**src/rtl/ps2_key_tracker_if.sv**
```systemverilog
// Bundle between a PS/2 byte source and the key tracker: byte strobe in, held-key table and event strobes out.
// Latency: none (wires only); the tracker registers every output it drives.
// Backpressure: none; key_pressed is a one-cycle strobe the tracker always accepts.
// Ports: key_pressed/in (byte strobe + scan code), keys/valid (slot table), last_code,
//        make_pulse/break_pulse/overflow/timeout (one-cycle event strobes).
interface ps2_key_tracker_if #(
    parameter int NUM_KEYS = 4
);
    logic                    key_pressed;
    logic [7:0]              in;
    logic [9*NUM_KEYS-1:0]   keys;
    logic [NUM_KEYS-1:0]     valid;
    logic [8:0]              last_code;
    logic                    make_pulse;
    logic                    break_pulse;
    logic                    overflow;
    logic                    timeout;

    // master: byte source / consumer of the table
    modport master (
        output key_pressed, in,
        input  keys, valid, last_code, make_pulse, break_pulse, overflow, timeout
    );

    // slave: the key tracker
    modport slave (
        input  key_pressed, in,
        output keys, valid, last_code, make_pulse, break_pulse, overflow, timeout
    );
endinterface

```
**src/rtl/ps2_key_tracker.sv**
```systemverilog
// Tracks currently held PS/2 keys in a small slot table, decoding E0/F0 prefixes.
// Latency: one cycle from the key_pressed strobe edge to every registered output.
// Backpressure: none; every strobed byte is consumed, an idle timeout clears the table.
// Ports: clock/reset (sync, active-high), bus (slave modport): key_pressed/in in,
//        keys/valid/last_code table and make/break/overflow/timeout strobes out.
module ps2_key_tracker #(
    parameter int NUM_KEYS    = 4,
    parameter int HOLD_CYCLES = 1200000,
    parameter int CNT_W       = 32
) (
    input  logic              clock,
    input  logic              reset,
    ps2_key_tracker_if.slave  bus
);

    localparam logic [CNT_W-1:0] TERM = CNT_W'(HOLD_CYCLES - 1);

    typedef enum logic [1:0] {
        ST_IDLE    = 2'd0,
        ST_EXT     = 2'd1,
        ST_BRK     = 2'd2,
        ST_EXT_BRK = 2'd3
    } state_t;

    state_t                       state_q, state_d;
    logic [NUM_KEYS-1:0][8:0]     keys_q;
    logic [NUM_KEYS-1:0]          valid_q;
    logic [8:0]                   last_q;
    logic                         make_q, break_q, ovf_q, tmo_q;
    logic [CNT_W-1:0]             cnt_q;

    logic                         is_prefix_e0, is_prefix_f0, is_err, is_key;
    logic                         tmo_fire;
    logic                         key_ext, key_brk;
    logic [8:0]                   key_code;
    logic [NUM_KEYS-1:0]          hit_oh, free_oh;

    // Byte classification
    assign is_prefix_e0 = (bus.in == 8'hE0);
    assign is_prefix_f0 = (bus.in == 8'hF0);
    assign is_err       = (bus.in == 8'h00) || (bus.in == 8'hFF);
    assign is_key       = bus.key_pressed && !is_prefix_e0 && !is_prefix_f0 && !is_err;

    // A strobe on the terminal count wins over the timeout.
    assign tmo_fire     = !bus.key_pressed && (cnt_q == TERM);

    // FSM: state register
    always_ff @(posedge clock) begin
        if (reset) begin
            state_q <= ST_IDLE;
        end else begin
            state_q <= state_d;
        end
    end

    // FSM: next state
    always_comb begin
        state_d = state_q;
        if (tmo_fire) begin
            state_d = ST_IDLE;
        end else if (bus.key_pressed) begin
            if (is_prefix_e0) begin
                case (state_q)
                    ST_IDLE: state_d = ST_EXT;
                    ST_BRK:  state_d = ST_EXT_BRK;
                    default: state_d = state_q;
                endcase
            end else if (is_prefix_f0) begin
                case (state_q)
                    ST_IDLE: state_d = ST_BRK;
                    ST_EXT:  state_d = ST_EXT_BRK;
                    default: state_d = state_q;
                endcase
            end else begin
                // error bytes and completed keys both end the sequence
                state_d = ST_IDLE;
            end
        end
    end

    // FSM: outputs (pending prefix flags applied to the current byte)
    always_comb begin
        key_ext = 1'b0;
        key_brk = 1'b0;
        case (state_q)
            ST_EXT:     key_ext = 1'b1;
            ST_BRK:     key_brk = 1'b1;
            ST_EXT_BRK: begin
                key_ext = 1'b1;
                key_brk = 1'b1;
            end
            default: ;
        endcase
    end

    assign key_code = {key_ext, bus.in};

    // Slot lookup: matching valid slot (unique by construction) and lowest free slot.
    always_comb begin
        hit_oh  = '0;
        free_oh = '0;
        for (int i = NUM_KEYS - 1; i >= 0; i--) begin
            if (valid_q[i] && (keys_q[i] == key_code)) begin
                hit_oh[i] = 1'b1;
            end
            if (!valid_q[i]) begin
                free_oh    = '0;
                free_oh[i] = 1'b1;
            end
        end
    end

    // Table, strobes and idle counter
    always_ff @(posedge clock) begin
        if (reset) begin
            keys_q  <= '0;
            valid_q <= '0;
            last_q  <= '0;
            make_q  <= 1'b0;
            break_q <= 1'b0;
            ovf_q   <= 1'b0;
            tmo_q   <= 1'b0;
            cnt_q   <= '0;
        end else begin
            make_q  <= 1'b0;
            break_q <= 1'b0;
            ovf_q   <= 1'b0;
            tmo_q   <= 1'b0;
            if (bus.key_pressed) begin
                cnt_q <= '0;
                if (is_key) begin
                    if (!key_brk) begin
                        // a make already held is a typematic repeat: ignored
                        if (hit_oh == '0) begin
                            if (free_oh != '0) begin
                                for (int i = 0; i < NUM_KEYS; i++) begin
                                    if (free_oh[i]) begin
                                        keys_q[i] <= key_code;
                                    end
                                end
                                valid_q <= valid_q | free_oh;
                                last_q  <= key_code;
                                make_q  <= 1'b1;
                            end else begin
                                ovf_q <= 1'b1;
                            end
                        end
                    end else if (hit_oh != '0) begin
                        // key bits of the released slot are left in place
                        valid_q <= valid_q & ~hit_oh;
                        last_q  <= key_code;
                        break_q <= 1'b1;
                    end
                end
            end else if (tmo_fire) begin
                valid_q <= '0;
                tmo_q   <= 1'b1;
                cnt_q   <= '0;
            end else begin
                cnt_q <= cnt_q + 1'b1;
            end
        end
    end

    assign bus.keys        = keys_q;
    assign bus.valid       = valid_q;
    assign bus.last_code   = last_q;
    assign bus.make_pulse  = make_q;
    assign bus.break_pulse = break_q;
    assign bus.overflow    = ovf_q;
    assign bus.timeout     = tmo_q;

endmodule

```
**src/flat_wrapper.sv**
```systemverilog
// flat-port wrapper written by rule: the top's interface ports become plain ports
module ps2_key_tracker_flat 
#(
    parameter int NUM_KEYS    = 4,
    parameter int HOLD_CYCLES = 1200000,
    parameter int CNT_W       = 32
)
  (clock, reset, bus_key_pressed, bus_in, bus_keys, bus_valid, bus_last_code, bus_make_pulse, bus_break_pulse, bus_overflow, bus_timeout);
  ps2_key_tracker_if #(.NUM_KEYS(NUM_KEYS)) bus_i ();
  input  logic clock;
  input  logic reset;
  input wire logic [$bits(bus_i.key_pressed)-1:0] bus_key_pressed;
  input wire logic [$bits(bus_i.in)-1:0] bus_in;
  output wire logic [$bits(bus_i.keys)-1:0] bus_keys;
  output wire logic [$bits(bus_i.valid)-1:0] bus_valid;
  output wire logic [$bits(bus_i.last_code)-1:0] bus_last_code;
  output wire logic [$bits(bus_i.make_pulse)-1:0] bus_make_pulse;
  output wire logic [$bits(bus_i.break_pulse)-1:0] bus_break_pulse;
  output wire logic [$bits(bus_i.overflow)-1:0] bus_overflow;
  output wire logic [$bits(bus_i.timeout)-1:0] bus_timeout;
  assign bus_i.key_pressed = bus_key_pressed;
  assign bus_i.in = bus_in;
  assign bus_keys = bus_i.keys;
  assign bus_valid = bus_i.valid;
  assign bus_last_code = bus_i.last_code;
  assign bus_make_pulse = bus_i.make_pulse;
  assign bus_break_pulse = bus_i.break_pulse;
  assign bus_overflow = bus_i.overflow;
  assign bus_timeout = bus_i.timeout;
  ps2_key_tracker #(.NUM_KEYS(NUM_KEYS), .HOLD_CYCLES(HOLD_CYCLES), .CNT_W(CNT_W)) u_core (.clock(clock), .reset(reset), .bus(bus_i));
endmodule
```
**config.mk**
```make
export PLATFORM = sky130hd
export DESIGN_NAME = ps2_key_tracker_flat
export DESIGN_NICKNAME = d
export VERILOG_FILES = /design/src/rtl/ps2_key_tracker_if.sv /design/src/rtl/ps2_key_tracker.sv /design/src/flat_wrapper.sv
export SDC_FILE = /design/constraint.sdc
export NUM_CORES = 1
export LEC_CHECK = 0
export CORE_UTILIZATION = 30
export CTS_CLUSTER_DIAMETER = 30
export DETAILED_ROUTE_END_ITERATION = 8
export GPL_TIMING_DRIVEN = 0
export PLACE_DENSITY = 0.6
export SLEW_MARGIN = 20
export SYNTH_ARGS = -nofsm -noshare
export SYNTH_HDL_FRONTEND = slang
export SYNTH_SLANG_ARGS = --single-unit
export TNS_END_PERCENT = 20
```
**constraint.sdc**
```tcl
create_clock -name clock -period 2.4 [get_ports clock]
set_input_delay 0.36 -clock clock [delete_from_list [all_inputs] [get_ports clock]]
set_output_delay 0.36 -clock clock [all_outputs]
set_load 0.005 [all_outputs]
```
==> Word-level counts from Yosys, hierarchy flattened <==
Cells that the tools add are included.
{ "op_classes": {"addsub": 1, "mul": 0, "n_div": 0, "n_lt_le_gt_ge": 0, "n_eq_ne": 18, "shift": 0, "n_mux": 29, "n_bitwise": 7, "reduce_logical": 35} }
{ "ops": {"columns": ["operator", "count"], "rows": [
  ["4-bit two-way mux", 11],
  ["9-bit equality test", 4],
  ["9-bit two-way mux", 4],
  ["32-bit by 1-bit adder with 32-bit output (second input constant)", 1],
  ["32-bit by 21-bit equality test with 1-bit output (second input constant)", 1],
  ["8-bit equality test (second input constant)", 3],
  ["6-bit AND reduction", 4],
  ["1-bit two-way mux", 10],
  ["5-bit AND reduction", 2],
  ["1-bit logical AND", 8],
  ["8-bit zero test", 1],
  ["2-bit case mux with 2 select lines", 2],
  ["4-bit nonzero test", 2],
  ["2-bit OR reduction", 4],
  ["3-bit by 1-bit inequality test with 1-bit output (second input constant)", 2],
  ["3-bit inequality test (second input constant)", 2],
  ["2-bit nonzero test", 3],
  ["5-bit OR reduction", 1],
  ["4-bit AND", 1],
  ["2-bit equality test (second input constant)", 2],
  ["1-bit zero test", 4],
  ["4-bit zero test", 1],
  ["2-bit two-way mux", 2],
  ["4-bit by 3-bit inequality test with 1-bit output (second input constant)", 1],
  ["11 further kinds", 14]
]} }
{ "totals": {"register_bits": 87, "latchBits": 0, "ram_bits": 0, "rom_bits": 0, "output_inout_bits": 53, "memories": 0} }

==> Longest topological paths before layout <==
{ "logic_depth": {"depth_word": 12, "mapped_depth": 9, "depth_no_buf": 8} }

==> Worst setup path after synthesis <==
No wires, ideal clock.
{ "synth_path": {"path_type": "input to register", "from": "input port bus_in[0]", "to": "register u_core.last_q[0], in the netlist u_core.bus.last_code[0]", "setup_ns": 0.116, "t_arrival_ns": 2.013, "slack_ns": 0.271, "stages": 9, "cell_sequence": "buf_2 > xnor2_1 > nand3_1 > nor4_2 > nor4_4 > mux2i_2 > or2_1 > buf_6 > a31o_1"} }
{ "synth_via": {"elab_chain_len": 6, "word_cells_on_any_way": 32, "classes_between": "eq/ne (8); mux (8); reduce/logical (16)"} }
{ "synth_rtl": {"columns": ["element", "line", "text"], "rows": [
  ["start: declaration", "flat_wrapper.sv:13", "input wire logic [$bits(bus_i.in)-1:0] bus_in;"],
  ["9-bit equality test / 8-bit equality test (equally long branches)", "ps2_key_tracker.sv:103, ps2_key_tracker.sv:39", null],
  ["1-bit logical AND / 1-bit zero test (equally long branches)", "ps2_key_tracker.sv:103, ps2_key_tracker.sv:42", null],
  ["1-bit two-way mux / 1-bit logical AND (equally long branches)", "ps2_key_tracker.sv:103, ps2_key_tracker.sv:42", null],
  ["4-bit nonzero test (tied with other cells)", "ps2_key_tracker.sv:148", "end else if (hit_oh != '0) begin"],
  ["2-bit inequality test (no line) (tied with other cells)", null, null],
  ["5-bit AND reduction (no line)", null, null],
  ["end signal: assignment", "ps2_key_tracker.sv:142", "last_q <= key_code;"],
  ["end signal: assignment", "ps2_key_tracker.sv:151", "last_q <= key_code;"],
  ["end: declaration", "ps2_key_tracker.sv:28", "logic [8:0] last_q;"]
]} }
Parallel ways exist; a longest one is shown, timed or not. The select of a mux whose other input is x is not followed.
A chain may end at the register's enable or synchronous reset.

==> Final worst setup path <==
{ "layout_path": {"from": "register u_core.state_q[0]", "to": "register u_core.keys_q (netlist bit u_core.bus.keys[26])"} }
{ "layout_via": {"elab_chain_len": 8, "word_cells_on_any_way": 22, "classes_between": "eq/ne (7); mux (6); bitwise (1); reduce/logical (8)"} }
{ "layout_rtl": {"columns": ["element", "line", "text"], "rows": [
  ["start: declaration", "ps2_key_tracker.sv:25", "state_t state_q, state_d;"],
  ["start signal: assignment", "ps2_key_tracker.sv:52", "state_q <= state_d;"],
  ["2-bit by 1-bit equality test with 1-bit output / 2-bit equality test (equally long branches)", "ps2_key_tracker.sv:85", "case (state_q)"],
  ["2-bit OR reduction (no line)", null, null],
  ["1-bit two-way mux", "ps2_key_tracker.sv:85", null],
  ["9-bit equality test", "ps2_key_tracker.sv:103", "if (valid_q[i] && (keys_q[i] == key_code)) begin"],
  ["1-bit logical AND", "ps2_key_tracker.sv:103", null],
  ["1-bit two-way mux", "ps2_key_tracker.sv:103", null],
  ["4-bit zero test", "ps2_key_tracker.sv:134", "if (hit_oh == '0) begin"],
  ["6-bit AND reduction (no line)", null, null],
  ["end signal: indexed assignment", "ps2_key_tracker.sv:138", "keys_q[i] <= key_code;"],
  ["end: declaration", "ps2_key_tracker.sv:26", "logic [NUM_KEYS-1:0][8:0] keys_q;"]
]} }
Parallel ways exist; a longest one is shown, timed or not.

==> qor.yml <==
syn_avg_cell_area_sq_um: 8.77
max_clock_freq_mhz: 444
yosys.area.top_type_share_pct: 41.0
cp_cell_sequence: "buf_4 -> xnor2_1 -> and3_1 -> or4b_1 -> o2111ai_4 -> or4_1 -> buf_6 -> mux2i_1 -> nor2_1"
cts.reportedPaths.clkPinSlew_ns: 0.07
gp_congestion: 0.834
leakagePower_nw: 2.02
hold_start: "bus_in[3]"
die_area_sq_um: 14700
min_period_ns: 2.25
fin_crit_sh_pct: 93.9
hold_class: "input port to register"
relSlewSlack_pct: 64.4
tightest_slew_ns: 0.533
synth_edf_count: 0
slew_violations: 0
core_area_sq_um: 13900
syn_area_sq_um: 4250
clkPwrFrac_pct: 44.3
switching_share_pct: 24.7
grt_max_degree: 16
required_ns: 2.62
routedWlPerCell_um: 15.0
ant_nets: 0
clkSinkCount: 87
wl_um: 11300
end_kind: "register"
clock-root-buffer: "clkbuf_16"
num-fill-cells: 1413
comb_power_share_pct: 10.0
yosysUniqueCellTypes: 42
overflow: 0
cp_max_fo: 9
path_delay_family: "simple AND/OR/NAND/NOR gates"
p_sw_mw: 0.807
final-hold-violation-count: 0
async_reset_ff_share_pct: 0
netlist_top_cells_area: "dfxtp_1 (41%), xnor2_1 (9.1%), mux2i_1 (8.5%), nor2_1 (5.6%), nand2_1 (4.6%)"
status: "completed"
portBuffers: 59
cts_tree: "built"
syn_inst: 485
synthesis.nets: 497
synth_common_cells: "dfxtp_1 (87), nor2_1 (63), nand2_1 (52), xnor2_1 (44), mux2i_1 (36)"
p_int_mw: 2.46
drt_iter0_markers: 204
critPathSlowestCell: "or4b_1"
cap_violations: 0
post-route-drc-count: 0
dp_hpwl_um: 8030
critPathLaunchType: "register"
final_util_pct: 40.5
r2r_cells: 9
cts_max_level: 3
antenna_found_initial: 0
powerDensity_nw_per_um2: 582
first_pass_iters: 4
rr_endpoint: "u_core.bus.keys[26]"
clk_latency_ns: 0.35
grt_util_all_layers_pct: 16.0
r2r-start: "u_core.state_q[0]"
tritoncts.num_buffers: 9
grt_pass1_vias: 3578
via_count: 3635
setup_violations: 0
holdWs_ns: 0.377
grt_pass1_wl_um: 18100
whs_path_depth: 3
yosysTopAreaCell: "dfxtp_1"
yosysMostFrequentCell: "dfxtp_1"
worst-path-buf-inv: 2
cp.arrival_ns: 2.48
hold_path_end: "u_core.bus.keys[21]"
seq_area_frac_synth_pct: 41.0
ys_ff_latch: 87
synthToLayoutAreaGrowth_pct: 32.1
p_seq_share_pct: 45.7
die_w_um: 121
rsz0062_at_grt: "no"
critical_path.startpoint: "u_core.state_q[0]"
fin_skew_ns: 0.00603
start_util_pct: 30.6
ioPinCount: 64
die_h_um: 121
r2r_slack_ns: 0.15
nets: 581
crit_path_max_incr_delay_ns: 0.51
drive_above_1_share_pct: 10.8
antennaDiodeCount: 0
ys_warn_count: 0
via_per_inst: 4.82
irDropWorstVdd_uv: 370
crit_type: "register to register"
synthFlopType: "dfxtp_1"
clock_path_buffers: 2
fp-row-count: 43
-- sequential cells by signal (all words and copies together), names as in the netlist, 2 cells and up --
| register | flops |
|---|---|
| u_core.cnt_q | 32 |
| u_core.bus.valid | 4 |
| u_core.bus.last_code | 9 |
| u_core.bus.keys | 36 |
| u_core.state_q | 2 |
-- power by group through the flow --
stage | Sequential [mW] | Combinational, mW | Clock (mW)
3_5_place_dp | 1.52 | 0.293 | 0
2_1_floorplan | 1.52 | 0.183 | 0
6_report | 1.49 | 0.326 | 1.45
4_1_cts | 1.49 | 0.314 | 1.49
3_3_place_gp | 1.52 | 0.290 | 0
5_1_grt | 1.49 | 0.354 | 1.54
-- stage by stage --
| step | instance area (sq um) | TNS [ns] | setup WS [ns] | power (mW) | instances |
|---|---|---|---|---|---|
| after detailed placement | 5070 | -35.17 | -0.547 | 1.82 | 724 |
| after global placement | 5070 | -34.57 | -0.565 | 1.81 | 724 |
| after CTS | 5520 | -0.0209 | -0.0121 | 3.30 | 750 |
| after global routing | 5620 | 0 | 0.0138 | 3.38 | 754 |
| final | 5620 | 0 | 0.145 | 3.27 | 754 |
| after floorplan | 4250 | 0 | 0.271 | 1.70 | 485 |
-- metal layers --
metal  track usage (%)  vias to the layer above  wire length, um
li1                  -                     1848                -
met1              19.7                     1688             5240
met2              26.5                       85             5400
met3              4.56                       14              505
met4              5.94                        0              194
met5                 0                        -                0
-- tightest hold or removal path, delay by kind of cell --
kind / cells / cell delay, ns
buf+inv: 1 / 0.17
mux: 1 / 0.09
simple gates: 1 / 0.07
-- logic make-up after synthesis --
group | after synthesis | share of synthesized area, %
compound gates | 29 | 5.15
flops | 87 | 41.0
fa+ha+maj | 1 | 0.294
xor+xnor | 64 | 13.2
simple gates | 231 | 27.2
mux | 37 | 8.80
buf+inv | 36 | 4.44
-- cell type report --
type                    count  area, sq um  share of cell area [%]
clock buffers              10          239                    4.25
well taps                 180          225                    4.01
flip-flops and latches     87         1740                    31.0
multi-input cells         362         2410                    42.9
plain buffers              29          190                    3.39
repair buffers             74          722                    12.9
inverters                   6         22.5                   0.401
clock inverters             6         68.8                    1.23
-- timing repair --
action / in CTS / in global routing
endpoints found under the setup margin: 78 / 80
resized for setup: 12 / 18
pin swaps: 5 / 4
cloned: 0 / 2
hold buffers: 0 / 0
buffers inserted: 10 / 3
-- cell usage in the layout (no fill, tap or decap), types with 2 or more instances in the layout --
cell type | synthesis | layout
dfxtp_1 | 87 | 87
nor2_1 | 63 | 63
clkdlybuf4s50_1 | 0 | 54
nand2_1 | 52 | 52
xnor2_1 | 44 | 43
mux2i_1 | 36 | 36
nand3_1 | 31 | 31
nand4_1 | 20 | 20
nor3_1 | 21 | 20
xor2_1 | 20 | 20
buf_4 | 9 | 17
clkbuf_1 | 15 | 12
and3_1 | 10 | 10
a31o_1 | 9 | 9
clkbuf_16 | 0 | 9
buf_6 | 2 | 8
inv_1 | 6 | 6
and2_1 | 5 | 5
a21oi_1 | 5 | 5
buf_2 | 4 | 4
nor4_1 | 5 | 4
and4_1 | 4 | 4
or3_1 | 4 | 4
dlymetal6s2s_1 | 0 | 4
a31oi_1 | 4 | 3
nor4b_1 | 3 | 3
o21ai_0 | 3 | 3
o21ai_2 | 1 | 2
nor4_4 | 1 | 2
nor4_2 | 2 | 2
clkbuf_2 | 0 | 2
nor2b_1 | 2 | 2
nand2b_1 | 2 | 2
a32o_1 | 2 | 2
clkinv_4 | 0 | 2
-- worst max path at each step --
| stage | end | cells after the start | slack (ns) |
|---|---|---|---|
| 3_5_place_dp | u_core.bus.last_code[2] | 10 | -0.55 |
| 5_1_grt | u_core.bus.keys[23] | 9 | 0.01 |
| 6_report | u_core.bus.keys[26] | 9 | 0.15 |
| 3_3_place_gp | u_core.bus.last_code[2] | 10 | -0.57 |
| 2_1_floorplan | u_core.bus.last_code[0] | 9 | 0.27 |
| 4_1_cts | u_core.bus.keys[12] | 11 | -0.01 |
Power figures use the tool's default switching activity.
